$ cat src/rtl/div_ctrl_pkg.sv
// Shared types and constants for the iterative integer divider.
// Holds the FSM states, step counts, special-case operands and the word-result fixup.
package div_ctrl_pkg;

  typedef enum logic [1:0] {
    IDLE,
    CALC,
    FIX,
    DONE
  } div_state_e;

  localparam int STEPS_64 = 64;
  localparam int STEPS_32 = 32;

  localparam logic [63:0] OVF_DIVIDEND_64 = 64'h8000_0000_0000_0000;
  localparam logic [31:0] OVF_DIVIDEND_32 = 32'h8000_0000;
  localparam logic [63:0] ALL_ONES        = 64'hFFFF_FFFF_FFFF_FFFF;

  // W-variant results are always the sign-extension of the low word.
  function automatic logic [63:0] word_fix(input logic [63:0] v, input logic word);
    return word ? {{32{v[31]}}, v[31:0]} : v;
  endfunction

endpackage

$ cat src/rtl/div_step.sv
// One restoring-division step on unsigned magnitudes.
// Shifts the next dividend bit into the partial remainder and subtracts the divisor if it fits.
module div_step (
  input  logic [63:0] rem,
  input  logic [63:0] quo,
  input  logic [63:0] divisor,
  output logic [63:0] rem_next,
  output logic [63:0] quo_next
);

  logic [64:0] shifted;
  logic [64:0] diff;

  // rem < divisor always holds, so the shifted value needs 65 bits and bit 64 of diff is the borrow.
  always_comb begin
    shifted = {rem, quo[63]};
    diff    = shifted - {1'b0, divisor};
    if (!diff[64]) begin
      rem_next = diff[63:0];
      quo_next = {quo[62:0], 1'b1};
    end else begin
      rem_next = shifted[63:0];
      quo_next = {quo[62:0], 1'b0};
    end
  end

endmodule

$ cat src/rtl/div_ctrl.sv
// Iterative DIV/DIVU/REM/REMU (and W variants) unit for the ex stage.
// Valid/ready contract: stall_o holds the requester from accept until the result; valid_o pulses once with result_o.
module div_ctrl
  import div_ctrl_pkg::*;
(
  input  logic        clk,
  input  logic        rst_n,
  input  logic        start_i,
  input  logic        signed_i,
  input  logic        rem_i,
  input  logic        word_i,
  input  logic [63:0] operand1_i,
  input  logic [63:0] operand2_i,
  input  logic        flush_i,
  output logic        stall_o,
  output logic        valid_o,
  output logic [63:0] result_o
);

  div_state_e  state_q, state_d;
  logic [5:0]  cnt_q;
  logic [63:0] rem_q, quo_q, div_q, result_q;
  logic        rem_sel_q, word_q, neg_quo_q, neg_rem_q;

  logic [63:0] a_ext, b_ext, mag_a, mag_b;
  logic        sign_a, sign_b, div_zero, overflow, special, accept;
  logic [63:0] special_res, quo_fix, rem_fix, final_res;
  logic [63:0] step_rem, step_quo;

  always_comb begin
    a_ext    = word_i ? (signed_i ? {{32{operand1_i[31]}}, operand1_i[31:0]}
                                  : {32'd0, operand1_i[31:0]}) : operand1_i;
    b_ext    = word_i ? (signed_i ? {{32{operand2_i[31]}}, operand2_i[31:0]}
                                  : {32'd0, operand2_i[31:0]}) : operand2_i;
    sign_a   = signed_i & a_ext[63];
    sign_b   = signed_i & b_ext[63];
    mag_a    = sign_a ? 64'd0 - a_ext : a_ext;
    mag_b    = sign_b ? 64'd0 - b_ext : b_ext;
    div_zero = (b_ext == 64'd0);
    overflow = signed_i & (word_i ? (operand1_i[31:0] == OVF_DIVIDEND_32 &&
                                     operand2_i[31:0] == ALL_ONES[31:0])
                                  : (operand1_i == OVF_DIVIDEND_64 && operand2_i == ALL_ONES));
    special  = div_zero | overflow;
    accept   = (state_q == IDLE) && start_i && !flush_i;
    // Divide-by-zero: q = all ones, r = dividend. Overflow: q = dividend, r = 0.
    if (div_zero) special_res = rem_i ? a_ext : ALL_ONES;
    else          special_res = rem_i ? 64'd0 : a_ext;
    special_res = word_fix(special_res, word_i);
  end

  div_step u_step (
    .rem      (rem_q),
    .quo      (quo_q),
    .divisor  (div_q),
    .rem_next (step_rem),
    .quo_next (step_quo)
  );

  always_comb begin
    quo_fix   = neg_quo_q ? 64'd0 - quo_q : quo_q;
    rem_fix   = neg_rem_q ? 64'd0 - rem_q : rem_q;
    final_res = word_fix(rem_sel_q ? rem_fix : quo_fix, word_q);
  end

  always_comb begin
    state_d = state_q;
    unique case (state_q)
      IDLE: if (accept) state_d = special ? DONE : CALC;
      CALC: if (cnt_q == 6'd0) state_d = FIX;
      FIX:  state_d = DONE;
      DONE: state_d = IDLE;
      default: state_d = IDLE;
    endcase
    if (flush_i) state_d = IDLE;
  end

  assign stall_o  = accept || (state_q == CALC) || (state_q == FIX);
  assign valid_o  = (state_q == DONE) && !flush_i;
  assign result_o = result_q;

  always_ff @(posedge clk or negedge rst_n) begin
    if (!rst_n) begin
      state_q   <= IDLE;
      cnt_q     <= 6'd0;
      rem_q     <= 64'd0;
      quo_q     <= 64'd0;
      div_q     <= 64'd0;
      result_q  <= 64'd0;
      rem_sel_q <= 1'b0;
      word_q    <= 1'b0;
      neg_quo_q <= 1'b0;
      neg_rem_q <= 1'b0;
    end else begin
      state_q <= state_d;
      if (accept) begin
        // Word dividends sit in the top half so 32 steps consume exactly their bits.
        quo_q     <= word_i ? (mag_a << 32) : mag_a;
        rem_q     <= 64'd0;
        div_q     <= mag_b;
        cnt_q     <= word_i ? 6'(STEPS_32 - 1) : 6'(STEPS_64 - 1);
        rem_sel_q <= rem_i;
        word_q    <= word_i;
        neg_quo_q <= sign_a ^ sign_b;
        neg_rem_q <= sign_a;
        if (special) result_q <= special_res;
      end else if (state_q == CALC) begin
        rem_q <= step_rem;
        quo_q <= step_quo;
        if (cnt_q != 6'd0) cnt_q <= cnt_q - 6'd1;
      end else if (state_q == FIX && !flush_i) begin
        result_q <= final_res;
      end
    end
  end

endmodule

$ cat config.mk
export PLATFORM = sky130hd
export DESIGN_NAME = div_ctrl
export DESIGN_NICKNAME = d
export VERILOG_FILES = /design/src/rtl/div_ctrl_pkg.sv /design/src/rtl/div_step.sv /design/src/rtl/div_ctrl.sv
export SDC_FILE = /design/constraint.sdc
export NUM_CORES = 1
export LEC_CHECK = 0
export BUFFER_PORTS_ARGS = -buffer_cell sky130_fd_sc_hd__buf_2
export CAP_MARGIN = 20
export CORE_MARGIN = 2
export CORE_UTILIZATION = 60
export DETAILED_ROUTE_END_ITERATION = 8
export MAX_ROUTING_LAYER = met4
export PLACE_DENSITY_LB_ADDON = 0.25
export SYNTH_ARGS = -nofsm -noshare
export SYNTH_HDL_FRONTEND = slang
export SYNTH_HIERARCHICAL = 1
export SYNTH_SLANG_ARGS = --single-unit
$ cat constraint.sdc
create_clock -name clk -period 7.6 [get_ports clk]
set_input_delay 1.52 -clock clk [delete_from_list [all_inputs] [get_ports clk]]
set_output_delay 1.52 -clock clk [all_outputs]
set_load 0.05 [all_outputs]
==> results.cfg <==
[run_status]
outcome = finished, final reports clean

[cells_and_area]
drive_gt1_share_pct = 13.67
multi_input_area_um2 = 16240
ff_latch_area_um2 = 6708
nets = 3158
syn2layout_area_growth_pct = 7.239
n_fill_cell = 3576

[logic_synthesis]
syn_inst = 2930
synth_nets = 3142
syn-cell-area_um2 = 24630
synth_edf_count = 0
synth-async-reset-ratio_pct = 100.0
synth-simple-area-share_pct = 17.46
ys_seq_elements = 268
synth_top_area_share_pct = 27.23
synthAdderAreaFrac_pct = 3.942
synth_largest_area_cell = dfrtp_1
synth_xor_area_share_pct = 10.42
synth_compound_area_share_pct = 22.55
synth.most_common_cell = dfrtp_1
ys_types = 99
synth_top_cells_by_count = dfrtp_1 (268), nor2_1 (219), nand2_1 (212)
syn_avg_cell_area_um2 = 8.406
seq_area_frac_synth_pct = 27.23
synth_area_leaders = dfrtp_1 (27%), mux2i_1 (6.0%), xor2_1 (5.7%)
yosys_warnings = 6
synth_top_family_by_area = compound AO/OA/AOI/OAI gates
synthMuxAreaShare_pct = 11.40
synthFlopType = dfrtp_1

[power]
swShare_pct = 50.13
power_leakage_nw = 11.21
combPwrFrac_pct = 66.1
power_density_nw_per_um2 = 505.7
p_switching_mw = 6.696
power_frac_clock_pct = 12.0
ir_drop_uv = 345.3
seqPwrFrac_pct = 21.9
p_int_mw = 6.661

[setup_path]
rrSetupSlack_ps = 2050
start_kind = register
rr_worst_depth = 17
worstPathMaxFanout = 32
worstSetupPathType = reg -> reg
end_kind = register
reg2reg_from = quo_q[63]$_DFFE_PN0P_
crit_arrival_ps = 5960
worst_ep_required_time_ps = 8010
reg2reg_to = rem_q[19]$_DFFE_PN0P_

[floorplan]
die-width_um = 206.6
die_area_um2 = 42680
placementRows = 74
die_h_um = 206.6
coreArea_um2 = 40650
start_util_pct = 60.59
io_pins = 201

[hold_path]
holdCritPathClass = reg -> reg
min_from = div_q[60]$_DFFE_PN0P_
hold_path_depth = 1
hold_path_end = div_q[60]$_DFFE_PN0P_

[clock_tree]
cts_resized = 0
cts_buffer_depth = 3
numCtsBuffers = 34
cts_sinks = 268
ctsHoldBuffers = 0
cts_root_buf = clkbuf_16
htree_levels = 2
cts_tree = done
clkLatencyLatePin_ps = 570
cts_setup_buffers = 0
clkSlewWorstSetupHoldPaths_ps = 60

[timing]
layout_setup_ws_ps = 2053
rsz0062_at_grt = false
finalMaxSlewViolations = 0
relSlewSlack_pct = 19.89
fmax_mhz = 180.3
hold_viol_final = 0
period_share_pct = 72.99
fin_skew_ps = 35.35
period_needed_ps = 5547
tns_ps = 0
tightest_slew_ps = 1191
finalSetupViolCount = 0
hold_ws_ps = 477.5

[drt]
first_pass_iters = 6
viasPerCell = 6.902
drt-total-wl_um = 88930
routedWlPerCell_um = 25.37
postRouteAntennaNets = 0
dr.first_iter.drc_count = 2807
drcViolationCount = 0
vias = 24190

[global_routing]
grt_pass1_wl_um = 133600
grt_max_degree = 164
antenna_found_initial = 4
grt_pass1_vias = 22540
grt_use_total_pct = 42.27
overflow = 0

[placed_design]
pre_cts_slack_ps = 1727
routabilityCongestion = 1.016
dpl.hpwl_um = 66450
io_buffers = 200

[job]
maxCapViolCount = 0
-- layer usage --
layer	GRT usage, %	vias to the layer above	wire, µm	share of wire (%)
met4	20.89	0	4425	5.0
li1	-	10820	-	-
met3	9.356	241	8764	9.9
met1	54.70	11750	36440	41
met2	62.45	1378	39300	44
met5	-	-	0	0
-- registers in the layout (all words and copies together), names as in the netlist --
name       cells
rem_sel_q      1
result_o      64
word_q         1
cnt_q          6
state_q        2
neg_rem_q      1
rem_q         64
div_q         64
quo_q         64
neg_quo_q      1
-- cells in the final DEF, fill, tap and decap left out, types with 29 or more instances in the layout --
master	instances
o31ai_1	67
inv_1	110
or4_1	31
o21ai_0	173
xnor2_1	132
clkbuf_16	34
o41ai_1	42
a21o_1	36
mux2i_1	148
or3_1	39
ha_1	75
mux2_1	29
a31oi_1	36
buf_2	199
nor2_1	216
o22ai_1	85
o32a_1	32
nand4_1	49
nor4_1	55
mux2_4	59
a21oi_1	189
xor2_1	161
nand2_1	212
nor3_1	67
nand3_1	43
dfrtp_1	267
-- critical path: stages (launching register included) --
cell,delay (ps)
dfrtp_1,410
inv_1,160
ha_1,260
fa_1,400
and2b_1,240
o211ai_1,130
a31o_1,280
o21ai_2,180
a41oi_2,240
a211o_1,410
a21oi_2,200
nor3_1,100
nor3_4,450
clkinv_2,770
buf_4,530
mux2_4,340
mux2i_1,150
nor2_1,60
-- through the flow --
step	power (mW)	area, µm²	std cells	utilization (%)
after floorplan	9.655	24630	2930	-
after global placement	11.31	25290	3439	62.21
after detailed placement	11.50	25290	3439	62.21
after CTS	13.14	26350	3498	64.82
after global routing	14.13	26410	3505	64.98
final	13.36	26410	3505	64.98
-- power by group through the flow --
stage | Combinational, mW | Sequential, mW | Clock, mW
3_3_place_gp | 8.43 | 2.88 | 0
4_1_cts | 8.66 | 2.88 | 1.61
2_1_floorplan | 6.51 | 3.14 | 0
5_1_grt | 9.50 | 2.97 | 1.67
3_5_place_dp | 8.61 | 2.90 | 0
6_report | 8.83 | 2.92 | 1.60
-- logic make-up (layout without fill, tap and decap cells) --
| group | count (synthesis) | in the layout |
|---|---|---|
| AO/OA/AOI/OAI | 840 | 840 |
| XOR/XNOR | 293 | 293 |
| adder cells (fa/ha/maj) | 77 | 77 |
| buffers and inverters | 364 | 403 |
| flip-flops | 268 | 268 |
| multiplexers | 246 | 246 |
| other | 0 | 4 |
| AND/OR/NAND/NOR | 842 | 842 |
-- layout make-up --
| type | count | share of cell area [%] |
|---|---|---|
| multi-input combinational | 2298 | 61.49 |
| sequential | 268 | 25.40 |
| timing repair buffer | 231 | 4.917 |
| clock buffer | 45 | 3.491 |
| tap | 532 | 2.520 |
| inverter | 113 | 1.611 |
| clock inverter | 14 | 0.5306 |
| antenna | 4 | 0.03790 |
-- worst max-delay path by stage --
stage	start	end	slack (ps)	depth (start not counted)
after floorplan	start_i	stall_o	3200	5
after global placement	operand2_i[0]	result_o[54]$_DFFE_PN0P_	1850	11
after detailed placement	operand2_i[0]	result_o[36]$_DFFE_PN0P_	1730	11
after CTS	quo_q[63]$_DFFE_PN0P_	rem_q[19]$_DFFE_PN0P_	2230	17
after global routing	quo_q[63]$_DFFE_PN0P_	rem_q[12]$_DFFE_PN0P_	1930	17
final	quo_q[63]$_DFFE_PN0P_	rem_q[19]$_DFFE_PN0P_	2050	17
Power figures use the tool's default switching activity.
